--- src/rtl/pir_stim_sequencer.sv ---
// Table-driven stimulus source for the PIR motion-detection datapath.
// Each table entry drives all outputs for a programmed dwell; runs are one-shot or looping.
module pir_stim_sequencer #(
  parameter int NUM_CH = 3,
  parameter int DATA_W = 7,
  parameter int DEPTH  = 16,
  parameter int DUR_W  = 16,
  localparam int AW    = $clog2(DEPTH),
  localparam int PW    = NUM_CH * DATA_W
) (
  input  logic              clk,
  input  logic              rst_n,
  input  logic              cfg_we,
  input  logic [AW-1:0]     cfg_addr,
  input  logic [PW-1:0]     cfg_pir,
  input  logic              cfg_turn,
  input  logic              cfg_stop_alarm,
  input  logic [DUR_W-1:0]  cfg_dur,
  input  logic [AW:0]       num_steps,
  input  logic              loop_en,
  input  logic              start,
  input  logic              abort,
  output logic [PW-1:0]     pir_sensor,
  output logic              turn,
  output logic              stop_alarm,
  output logic              busy,
  output logic              done,
  output logic [AW-1:0]     step_idx,
  output logic [7:0]        loop_count
);

  typedef enum logic [0:0] {ST_IDLE = 1'b0, ST_RUN = 1'b1} state_t;

  localparam logic [AW:0] DEPTH_S = (AW+1)'(DEPTH);

  logic [PW-1:0]    tbl_pir_r  [DEPTH];
  logic             tbl_turn_r [DEPTH];
  logic             tbl_stop_r [DEPTH];
  logic [DUR_W-1:0] tbl_dur_r  [DEPTH];

  state_t           state_r, state_s;
  logic [PW-1:0]    pir_r, pir_s;
  logic             turn_r, turn_s, stop_r, stop_s, busy_r, busy_s, done_r, done_s;
  logic [AW-1:0]    step_r, step_s, load_idx_s;
  logic [7:0]       lc_r, lc_s;
  logic [DUR_W-1:0] dwell_r, dwell_s;
  logic [AW:0]      nsteps_r, nsteps_s, nsteps_clamp_s;
  logic             load_s;

  assign nsteps_clamp_s = (num_steps > DEPTH_S) ? DEPTH_S : num_steps;

  // Step table storage; writes are locked out while a run is in progress.
  always_ff @(posedge clk) begin
    if (cfg_we && !busy_r) begin
      tbl_pir_r[cfg_addr]  <= cfg_pir;
      tbl_turn_r[cfg_addr] <= cfg_turn;
      tbl_stop_r[cfg_addr] <= cfg_stop_alarm;
      tbl_dur_r[cfg_addr]  <= cfg_dur;
    end
  end

  // Next-state and next-output logic for the IDLE/RUN sequencer.
  always_comb begin
    state_s    = state_r;
    pir_s      = pir_r;
    turn_s     = turn_r;
    stop_s     = stop_r;
    busy_s     = busy_r;
    done_s     = 1'b0;
    step_s     = step_r;
    lc_s       = lc_r;
    dwell_s    = dwell_r;
    nsteps_s   = nsteps_r;
    load_s     = 1'b0;
    load_idx_s = {AW{1'b0}};
    case (state_r)
      ST_IDLE: begin
        if (start && (num_steps == {(AW+1){1'b0}})) begin
          done_s = 1'b1;
        end else if (start && !abort) begin
          state_s  = ST_RUN;
          busy_s   = 1'b1;
          lc_s     = 8'd0;
          nsteps_s = nsteps_clamp_s;
          load_s   = 1'b1;
        end else begin
          state_s = ST_IDLE;
        end
      end
      ST_RUN: begin
        if (abort) begin
          state_s = ST_IDLE;
          pir_s   = {PW{1'b0}};
          turn_s  = 1'b0;
          stop_s  = 1'b0;
          busy_s  = 1'b0;
        end else if (dwell_r != {DUR_W{1'b0}}) begin
          dwell_s = dwell_r - DUR_W'(1);
        end else if (({1'b0, step_r} + (AW+1)'(1)) < nsteps_r) begin
          load_s     = 1'b1;
          load_idx_s = step_r + AW'(1);
        end else if (loop_en) begin
          load_s = 1'b1;
          lc_s   = (lc_r == 8'd255) ? 8'd255 : lc_r + 8'd1;
        end else begin
          state_s = ST_IDLE;
          pir_s   = {PW{1'b0}};
          turn_s  = 1'b0;
          stop_s  = 1'b0;
          busy_s  = 1'b0;
          done_s  = 1'b1;
        end
      end
      default: begin
        state_s = ST_IDLE;
        pir_s   = {PW{1'b0}};
        turn_s  = 1'b0;
        stop_s  = 1'b0;
        busy_s  = 1'b0;
      end
    endcase
    // A zero dwell count still shows the entry for one cycle.
    if (load_s) begin
      pir_s   = tbl_pir_r[load_idx_s];
      turn_s  = tbl_turn_r[load_idx_s];
      stop_s  = tbl_stop_r[load_idx_s];
      step_s  = load_idx_s;
      dwell_s = (tbl_dur_r[load_idx_s] == {DUR_W{1'b0}}) ? {DUR_W{1'b0}}
                                                         : tbl_dur_r[load_idx_s] - DUR_W'(1);
    end else begin
      load_idx_s = {AW{1'b0}};
    end
  end

  // State and output registers.
  always_ff @(posedge clk or negedge rst_n) begin
    if (!rst_n) begin
      state_r  <= ST_IDLE;
      pir_r    <= {PW{1'b0}};
      turn_r   <= 1'b0;
      stop_r   <= 1'b0;
      busy_r   <= 1'b0;
      done_r   <= 1'b0;
      step_r   <= {AW{1'b0}};
      lc_r     <= 8'd0;
      dwell_r  <= {DUR_W{1'b0}};
      nsteps_r <= {(AW+1){1'b0}};
    end else begin
      state_r  <= state_s;
      pir_r    <= pir_s;
      turn_r   <= turn_s;
      stop_r   <= stop_s;
      busy_r   <= busy_s;
      done_r   <= done_s;
      step_r   <= step_s;
      lc_r     <= lc_s;
      dwell_r  <= dwell_s;
      nsteps_r <= nsteps_s;
    end
  end

  assign pir_sensor = pir_r;
  assign turn       = turn_r;
  assign stop_alarm = stop_r;
  assign busy       = busy_r;
  assign done       = done_r;
  assign step_idx   = step_r;
  assign loop_count = lc_r;

endmodule

--- config.mk ---
export PLATFORM = sky130hd
export DESIGN_NAME = pir_stim_sequencer
export DESIGN_NICKNAME = d
export VERILOG_FILES = /design/src/rtl/pir_stim_sequencer.sv
export SDC_FILE = /design/constraint.sdc
export NUM_CORES = 1
export LEC_CHECK = 0
export BUFFER_PORTS_ARGS = -buffer_cell sky130_fd_sc_hd__buf_2
export CORE_UTILIZATION = 30
export DETAILED_ROUTE_END_ITERATION = 8
export SLEW_MARGIN = 25
export SYNTH_ARGS = -nofsm -noshare
export SYNTH_HDL_FRONTEND = slang
export SYNTH_SLANG_ARGS = --single-unit
--- constraint.sdc ---
create_clock -name clk -period 6.3 [get_ports clk]
set_input_delay 0.945 -clock clk [delete_from_list [all_inputs] [get_ports clk]]
set_output_delay 0.945 -clock clk [all_outputs]
set_load 0.03 [all_outputs]
==> summary.txt <==
Route
  • Post-route DRC violation count: 0
  • Aggregate routed wire length: 79,300 um
  • Number of optimization iterations in the first detailed-route pass: 6
  • Vias per Instance: 5.20
  • DRT antenna net count: 0
  • Detailed router's first-iteration violation count: 1,956
  • Total number of vias: 17,900
  • Wire length per cell after detailed routing: 23.1 um

Timing
  • Total negative slack for setup checks: 0 ps
  • Total of endpoints with negative setup slack in the final report: 0
  • Relative slew slack: 29.4%
  • Final Cycle Share: 96.2%
  • RSZ-0062 raised after global routing: no
  • Fmax: 165 MHz
  • Worst hold-check slack: 291 ps
  • Max-slew violation total from the final report: 0
  • Final Skew: 23.4 ps
  • Measured slew at the worst slew-check pin: 1060 ps
  • Fin crit period: 6060 ps
  • Hold Fails Final Rpt: 0

Global route
  • All-layer global routing usage: 16.4%
  • First-pass GRT wire length: 115,000 um
  • Initial antenna violation count: 9
  • Pin count of the biggest net entering global routing: 108
  • GR Overflow Total: 0
  • Via count of the first global-routing pass: 17,300

CTS
  • Hold Buf Count CTS: 0
  • H-tree depth reported by CTS: 3
  • Deepest clock path buffer count: 3
  • Clock Sinks: 683
  • TritonCTS buffer count: 70
  • Root buffer cell: clkbuf_16
  • Clk pin slew, worst setup/hold paths: 60 ps
  • TritonCTS clock tree: done
  • Post-CTS Setup Bufs: 0
  • Number of gates given a new drive strength after cts: 0
  • Clock insertion delay at the later pin of the skew report: 620 ps

Die
  • Die area: 95,000 um^2
  • Top-level I/O count: 91
  • Chip width: 308 um
  • Row count: 111
  • Initial Utilization: 30.5%
  • Total core area: 92,200 um^2
  • Die Y-Extent: 308 um

Synthesis
  • Share of flip-flops with an asynchronous set or reset: 8.64%
  • Predominant post-synthesis flop cell: edfxtp_1
  • Number of instances in the synthesized netlist: 2,042
  • Net count after synthesis: 2,104
  • Mean Syn Cell Area: 13.8 um^2
  • Number of flops mapped to enable cells by yosys: 624
  • Cell area after synthesis: 28,100 um^2
  • Sequential area share after synthesis: 71.8%
  • Register bit total from synthesis: 683
  • Ys Warns: 0
  • Count of different cell masters after synthesis: 81

Worst hold path
  • Type of the most critical hold path: input port to async pin

Critical path
  • CP Max Fanout: 20
  • Worst Setup Path Type: register to register
  • Critical Path Source Type: register
  • Worst endpoint required time: 6790 ps
  • Worst setup path startpoint: step_idx[0]
  • Reg2Reg Launch Point: step_idx[0]
  • Type of element capturing the critical path: register
  • Arrival time at the worst endpoint: 6550 ps

Power
  • Power density over the cells: 298 nW/um^2
  • Leak: 0.0106 uW
  • Worst vdd ir: 0.186 mV

Final layout
  • Number of nets at the end of the flow: 2,200
  • Fraction of final layout cells with drive strength greater than 1: 14.7%
  • Area Overhead vs Synth: 16.0%

Placed design
  • Global placement routability congestion: 0.920
  • DPL Wire Length: 43,800 um
  • Input/output buffers: 90

Run
  • Number of maximum-capacitance violations: 0

Run status
  • Run status: finished clean
==> sequential cells by signal (all words and copies together), names as in the netlist, 4 cells and up <==
name and count:
loop_count 8, pir_sensor 21, tbl_pir_r 336, nsteps_r 5, step_idx 4, tbl_stop_r 16, tbl_dur_r 256, tbl_turn_r 16
dwell_r 16
==> per-layer routing <==
layer	up-vias	GRT usage, %	wire (um)
li1	7935	-	-
met1	8985	22.4	34000
met2	772	26.6	37500
met3	150	3.26	6080
met4	10	4.49	1780
met5	-	0	58
==> placed cells by master, fill, tap and decap left out, types with 5 or more instances in the layout <==
cell and n:
edfxtp_1 624, nand2_1 344, nand3_1 264, mux2i_1 156
buf_2 89, o21ai_0 71, clkbuf_16 71, a21oi_1 59
dfrtp_1 58, buf_4 49, nor2_1 41, a32o_1 23
nor3_1 18, inv_1 17, clkinv_2 16, mux2_2 12
nor2_4 12, nor2b_1 11, or3_1 11, nor4_1 11
xnor2_1 11, clkbuf_1 11, clkinv_1 9, nand2b_1 8
nand3b_1 7, a2111oi_0 7, ha_1 7, bufinv_16 7
a22oi_1 6, nand4_1 6, and2_1 5, a221oi_1 5
a211o_1 5, nor3_2 5, a311oi_1 5, o2111ai_1 5
o221ai_1 5
==> stage by stage <==
step	power [uW]	instances	cell area, um^2	setup WS [ps]	util, %
6_report	9730	3436	32700	241	35.4
5_1_grt	10000	3435	32700	16.5	35.4
4_1_cts	9810	3435	32700	326	35.4
3_5_place_dp	5630	3309	30300	364	32.9
3_3_place_gp	5610	3307	30300	560	32.8
2_1_floorplan	5410	2042	28100	1260	-
==> cells by family (layout without fill, tap and decap cells) <==
logic type / count (synthesis) / after routing / synth area share, %
simple gates: 780 / 780 / 13.0
other cells: 0 / 1 / 0
fa+ha+maj: 8 / 8 / 0.356
buf+inv: 139 / 289 / 2.01
flops: 683 / 683 / 71.8
mux: 168 / 168 / 6.03
xor+xnor: 15 / 15 / 0.467
compound gates: 249 / 249 / 6.32
==> power breakdown <==
part | switching [uW] | internal [uW] | total [uW]
logic | 299 | 115 | 414
clock network | 1770 | 2430 | 4200
registers | 79.7 | 5040 | 5120
==> synth_stat cells, drive strengths merged (6+ instances only) <==
library cell	count	area share, %
or3	11	0.24
a22oi	6	0.16
nor2b	11	0.24
nand4	6	0.13
buf	24	0.48
mux2i	156	5.5
ha	8	0.36
mux2	12	0.48
nor3	24	0.48
edfxtp	624	67
o21ai	76	1.4
and2	6	0.13
nand3	268	4.8
a32o	23	0.82
xnor2	11	0.34
inv	18	0.24
a2111oi	11	0.52
a21oi	59	1.0
clkbuf	95	1.3
nand2b	8	0.18
nor2	54	0.73
nor4	17	0.58
dfrtp	59	5.2
nand3b	7	0.19
nand2	346	4.6
o2111ai	10	0.40
==> critical path: stages, from the launching register on <==
cell and delay (ps):
dfrtp_4 480, ha_2 230, xnor2_1 820, inv_1 280, ha_1 370, o21a_1 120, a211oi_2 520, buf_4 280
o2111ai_4 410, or3_1 530, o21ai_0 90, a211o_1 180, nor2_1 70, inv_1 60, ha_1 200, nand2_1 140
nor4_4 370, a41o_2 430, nor3_1 90, a221o_1 260
==> path summary, 6_finish.rpt <==
check                                 end  slack, ps  depth (start not counted)
setup / recovery               dwell_r[3]        240                         19
hold / removal                 dwell_r[4]        290                          1
setup reg to reg               dwell_r[3]        240                         19
hold reg to reg            pir_sensor[16]        500                          1
max in group asynchronous     step_idx[0]       4860                          2
min in group clk           pir_sensor[16]        500                          1
==> cell type report <==
class,count,area (um^2)
Fill cell,8795,59600
Clock inverter,40,452
Sequential cell,683,20200
Multi-Input combinational cell,1220,7560
Antenna cell,1,2.50
Clock buffer,86,1870
Inverter,20,75.1
Tap cell,1243,1560
Timing Repair Buffer,143,920
Note: power is estimated with default switching activity, not from simulation.
